`src/rtl/mem_port_arbiter.sv`:
```
// Arbiter for one shared single-ported memory between instruction fetch and data stages.
// Data has priority, a starvation counter bounds fetch wait, and reads are tracked through LAT.
module mem_port_arbiter #(
    parameter int ADDR_W     = 32,
    parameter int DATA_W     = 32,
    parameter int LAT        = 1,
    parameter int STARVE_MAX = 4
) (
    input  logic              clk,
    input  logic              reset,
    input  logic              if_req,
    input  logic [ADDR_W-1:0] if_addr,
    output logic              if_gnt,
    output logic              if_rvalid,
    output logic [DATA_W-1:0] if_rdata,
    input  logic              d_req,
    input  logic              d_we,
    input  logic [ADDR_W-1:0] d_addr,
    input  logic [DATA_W-1:0] d_wdata,
    output logic              d_gnt,
    output logic              d_rvalid,
    output logic [DATA_W-1:0] d_rdata,
    output logic              mem_en,
    output logic              mem_we,
    output logic [ADDR_W-1:0] mem_addr,
    output logic [DATA_W-1:0] mem_wdata,
    input  logic [DATA_W-1:0] mem_rdata,
    output logic              if_stall,
    output logic              d_stall
);

    typedef enum logic [0:0] {
        IDLE = 1'b0,
        BUSY = 1'b1
    } state_t;

    localparam logic [2:0] LAT_C    = 3'(LAT);
    localparam logic [3:0] STARVE_C = 4'(STARVE_MAX);
    localparam logic       OWN_IF   = 1'b0;
    localparam logic       OWN_D    = 1'b1;

    state_t      state_r, state_s;
    logic        owner_r, owner_s;
    logic [2:0]  lat_cnt_r, lat_cnt_s;
    logic [3:0]  starve_cnt_r, starve_cnt_s;

    logic        rv_cycle_s;
    logic        decide_s;
    logic        if_win_s;
    logic        if_gnt_s;
    logic        d_gnt_s;
    logic        new_read_s;
    logic        if_rvalid_s;
    logic        d_rvalid_s;
    logic [ADDR_W-1:0] mem_addr_s;
    logic [DATA_W-1:0] mem_wdata_s;

    // Arbitration, memory strobe muxing and rvalid steering.
    always_comb begin
        rv_cycle_s  = (state_r == BUSY) && (lat_cnt_r == LAT_C);
        // Grants are suppressed while reset is held so outputs read as zero immediately.
        decide_s    = ~reset && ((state_r == IDLE) || rv_cycle_s);
        if_win_s    = if_req && (~d_req || (starve_cnt_r == STARVE_C));
        if_gnt_s    = decide_s && if_win_s;
        d_gnt_s     = decide_s && d_req && ~if_win_s;
        new_read_s  = if_gnt_s || (d_gnt_s && ~d_we);
        if_rvalid_s = rv_cycle_s && (owner_r == OWN_IF);
        d_rvalid_s  = rv_cycle_s && (owner_r == OWN_D);
        mem_addr_s  = '0;
        mem_wdata_s = '0;
        if (d_gnt_s) begin
            mem_addr_s  = d_addr;
            mem_wdata_s = d_wdata;
        end else if (if_gnt_s) begin
            mem_addr_s  = if_addr;
            mem_wdata_s = '0;
        end else begin
            mem_addr_s  = '0;
            mem_wdata_s = '0;
        end
    end

    assign if_gnt    = if_gnt_s;
    assign d_gnt     = d_gnt_s;
    assign mem_en    = if_gnt_s | d_gnt_s;
    assign mem_we    = d_gnt_s & d_we;
    assign mem_addr  = mem_addr_s;
    assign mem_wdata = mem_wdata_s;
    assign if_rvalid = if_rvalid_s;
    assign d_rvalid  = d_rvalid_s;
    assign if_rdata  = if_rvalid_s ? mem_rdata : '0;
    assign d_rdata   = d_rvalid_s ? mem_rdata : '0;
    assign if_stall  = if_req & ~if_rvalid_s;
    assign d_stall   = d_req & ~(d_gnt_s & d_we) & ~d_rvalid_s;

    // Next-state, latency counter, owner and starvation counter.
    always_comb begin
        state_s      = state_r;
        owner_s      = owner_r;
        lat_cnt_s    = lat_cnt_r;
        starve_cnt_s = starve_cnt_r;
        case (state_r)
            IDLE: begin
                state_s   = IDLE;
                lat_cnt_s = 3'd0;
            end
            BUSY: begin
                if (rv_cycle_s) begin
                    state_s   = IDLE;
                    lat_cnt_s = 3'd0;
                end else begin
                    state_s   = BUSY;
                    lat_cnt_s = lat_cnt_r + 3'd1;
                end
            end
            default: begin
                state_s   = IDLE;
                lat_cnt_s = 3'd0;
            end
        endcase
        if (new_read_s) begin
            state_s   = BUSY;
            lat_cnt_s = 3'd1;
            owner_s   = d_gnt_s ? OWN_D : OWN_IF;
        end else begin
            owner_s   = owner_r;
        end
        if (if_gnt_s) begin
            starve_cnt_s = 4'd0;
        end else if (decide_s && if_req && d_gnt_s) begin
            starve_cnt_s = (starve_cnt_r == STARVE_C) ? starve_cnt_r : starve_cnt_r + 4'd1;
        end else begin
            starve_cnt_s = starve_cnt_r;
        end
    end

    // State registers; reset drops any in-flight read.
    always_ff @(posedge clk or posedge reset) begin
        if (reset) begin
            state_r      <= IDLE;
            owner_r      <= OWN_IF;
            lat_cnt_r    <= 3'd0;
            starve_cnt_r <= 4'd0;
        end else begin
            state_r      <= state_s;
            owner_r      <= owner_s;
            lat_cnt_r    <= lat_cnt_s;
            starve_cnt_r <= starve_cnt_s;
        end
    end

endmodule
```
`config.mk`:
```
export PLATFORM = sky130hd
export DESIGN_NAME = mem_port_arbiter
export DESIGN_NICKNAME = d
export VERILOG_FILES = /design/src/rtl/mem_port_arbiter.sv
export SDC_FILE = /design/constraint.sdc
export NUM_CORES = 1
export LEC_CHECK = 0
export CORE_AREA = 3 3 103 105
export CTS_BUF_LIST = sky130_fd_sc_hd__clkbuf_4 sky130_fd_sc_hd__clkbuf_8
export CTS_CLUSTER_SIZE = 28
export DETAILED_ROUTE_END_ITERATION = 10
export DIE_AREA = 0 0 106 108
export PLACE_DENSITY = 0.75
export SLEW_MARGIN = 25
export SYNTH_ARGS = -nofsm -noshare
export SYNTH_HDL_FRONTEND = slang
export SYNTH_SLANG_ARGS = --single-unit
```
`constraint.sdc`:
```
create_clock -name clk -period 1.6 [get_ports clk]
set_input_delay 0.16 -clock clk [delete_from_list [all_inputs] [get_ports clk]]
set_output_delay 0.16 -clock clk [all_outputs]
set_load 0.01 [all_outputs]
```
==> results.py <==
metrics = {
    "layout": {
        "final_cell_mix": "clkdlybuf4s50_1 (132), buf_6 (102), and2_4 (83)",
        "syn_to_final_growth_pct": 239,
        "fill_cells": 855,
        "final_nets": 731,
        "final_common_cell": "clkdlybuf4s50_1",
        "diodes": 0,
        "drive_above_1_share_pct": 58.0,
        "utilization_pct": 59.7,
    },
    "grt": {
        "grt_max_degree": 18,
        "grt_pass1_wl_mm": 17.9,
        "grt_pass1_vias": 3350,
        "track_usage_pct": 20.0,
        "grt_antenna_before_repair": 0,
        "grt_overflow": 0,
    },
    "sta": {
        "period_share_pct": 127,
        "slew_violations": 0,
        "worst_slack_ns": -0.428,
        "slew_headroom_pct": 81.2,
        "hold_violations": 0,
        "whs_ns": 0.356,
        "period_minus_slack_ns": 2.03,
        "rsz0062_at_grt": "true",
        "clock_skew_ns": 0.00805,
        "max_freq_mhz": 493,
        "setup_violations": 140,
        "tightest_slew_ns": 0.281,
    },
    "clock_network": {
        "cts_buffers": 3,
        "root_buffer": "clkbuf_8",
        "hold_buffers": 0,
        "cts.htree.levels": 1,
        "clkTransAtPathRegs_ns": 0.05,
        "clock-sinks": 9,
        "clk_path_buf_depth": 2,
        "cts_tree": "done",
        "clk_latency_ns": 0.24,
    },
    "flow_run": {
        "cap_violations": 0,
    },
    "drt": {
        "drtPass1Iterations": 4,
        "post_drt_wl_per_cell_um": 18.3,
        "ant_nets": 0,
        "drt-initial-drc-count": 83,
        "num_vias": 3277,
        "wl_mm": 13.3,
        "drcViolationCount": 0,
        "vias_per_cell": 4.51,
    },
    "setup_path": {
        "required_ns": 1.44,
        "crit_arrival_ns": 1.87,
        "crit_fanout": 8,
        "worstSetupStartpointType": "flip-flop",
        "critPathCaptureType": "primary output",
        "crit_type": "reg -> out",
    },
    "yosys": {
        "synth_area_per_cell_sq_um": 6.14,
        "synth_area_sq_um": 1710,
        "syn-num-nets": 416,
        "yosysWarnings": 0,
        "ys_seq_area_share_pct": 13.1,
        "synth_seq_cells": 9,
        "ys_types": 26,
        "syn_inst": 279,
    },
    "power": {
        "peakVddDrop_v": 0.000552,
        "p_per_area_nw_per_um2": 1010,
        "p_total_uw": 5860,
        "p_leak_uw": 0.00270,
    },
    "outcome": {
        "status": "complete, but fails checks",
        "violations": "setup timing",
    },
    "floorplanning": {
        "die_h_um": 108,
        "initial_utilization_pct": 17.6,
        "die_width_um": 106,
        "die-area_sq_um": 11400,
        "rows": 36,
        "pin_count": 269,
        "core_area_sq_um": 9730,
    },
    "hold_path": {
        "holdCritPathClass": "in -> async",
    },
    "place": {
        "dpl_worst_slack_ns": -0.638,
        "io_buffers": 268,
        "place_congestion": 0.842,
        "hpwl_mm": 8.50,
    },
}
layer usage:
layer | wire [um] | vias up | global-route usage, %
li1 | - | 1539 | -
met1 | 4710 | 1527 | 19.4
met2 | 7260 | 193 | 41.3
met3 | 1050 | 18 | 5.31
met4 | 250 | 0 | 5.37
met5 | 0 | - | 0
cell type report:
type	count	area [sq um]	share of cell area, %
multi-input cells	238	1820	31.3
flip-flops and latches	9	225	3.87
clock buffers	4	48.8	0.839
inverters	6	22.5	0.387
well taps	133	166	2.86
repair buffers	336	3530	60.7
final timing paths:
| check | from | end | slack, ns | cells past startpoint |
|---|---|---|---|---|
| max | starve_cnt_r[0] | mem_wdata[0] | -0.43 | 9 |
| min | reset | starve_cnt_r[0] | 0.36 | 3 |
| max reg2reg | lat_cnt_r[0] | starve_cnt_r[0] | -0.19 | 9 |
| min reg2reg | lat_cnt_r[0] | lat_cnt_r[1] | 0.63 | 2 |
| max in group asynchronous | reset | starve_cnt_r[3] | 1.09 | 3 |
| min in group clk | lat_cnt_r[0] | lat_cnt_r[1] | 0.63 | 2 |
timing repair:
item                                    4_1_cts  5_1_grt
gates resized for setup                     682      155
pin swaps                                    52       57
setup buffers                                18       11
endpoints found under the setup margin      140      141
cloned                                       15        5
critical path, stage by stage, from the launching register on:
cell and delay [ns]:
dfrtp_1 0.40, inv_2 0.09, ha_4 0.13, nand4b_1 0.11
buf_4 0.16, and3_4 0.18, buf_12 0.14, buf_16 0.13
and2_1 0.14, buf_2 0.13
cell usage after synthesis:
library cell | instances | area, sq um
a31oi_1 | 2 | 12.5
inv_1 | 6 | 22.5
o21ai_1 | 1 | 5.00
buf_1 | 2 | 7.51
and3_1 | 2 | 12.5
xnor2_1 | 1 | 8.76
mux2_2 | 1 | 11.3
nand2_1 | 40 | 150
clkbuf_1 | 14 | 52.6
nor2b_1 | 3 | 18.8
and2_1 | 99 | 619
nor2_1 | 5 | 18.8
a311oi_1 | 1 | 8.76
o21ai_0 | 34 | 170
nand3_1 | 34 | 170
nand2b_4 | 1 | 13.8
ha_1 | 4 | 50.1
nand3b_1 | 1 | 7.51
and4_1 | 1 | 8.76
o211ai_1 | 1 | 7.51
o22ai_1 | 1 | 6.26
nand4b_1 | 1 | 8.76
dfrtp_1 | 9 | 225
a22o_1 | 3 | 26.3
a21oi_4 | 1 | 16.3
buf_2 | 11 | 55.1
power by group:
group	internal, uW	switching, uW	total, uW
sequential	311	85.0	396
combinational	3060	2100	5160
clock	192	108	300
sequential cells by signal, summed over array words and instances, names as in the netlist:
name          flops
lat_cnt_r         3
starve_cnt_r      4
state_r           1
owner_r           1
logic make-up after synthesis:
group	after synthesis	share of synthesized area [%]
simple gates	187	60.0
compound gates	44	14.7
buf+inv	33	8.03
flops	9	13.1
fa+ha+maj	4	2.92
xor+xnor	1	0.511
mux	1	0.657
metrics by stage:
step / setup TNS, ns / area (sq um) / std cells
global route: -52.94 / 5810 / 726
global placement: -63.05 / 4770 / 680
finish: -43.93 / 5810 / 726
detailed placement: -68.96 / 4770 / 680
CTS: -46.14 / 5200 / 715
floorplan: -1.04 / 1790 / 279
Power figures use the tool's default switching activity.
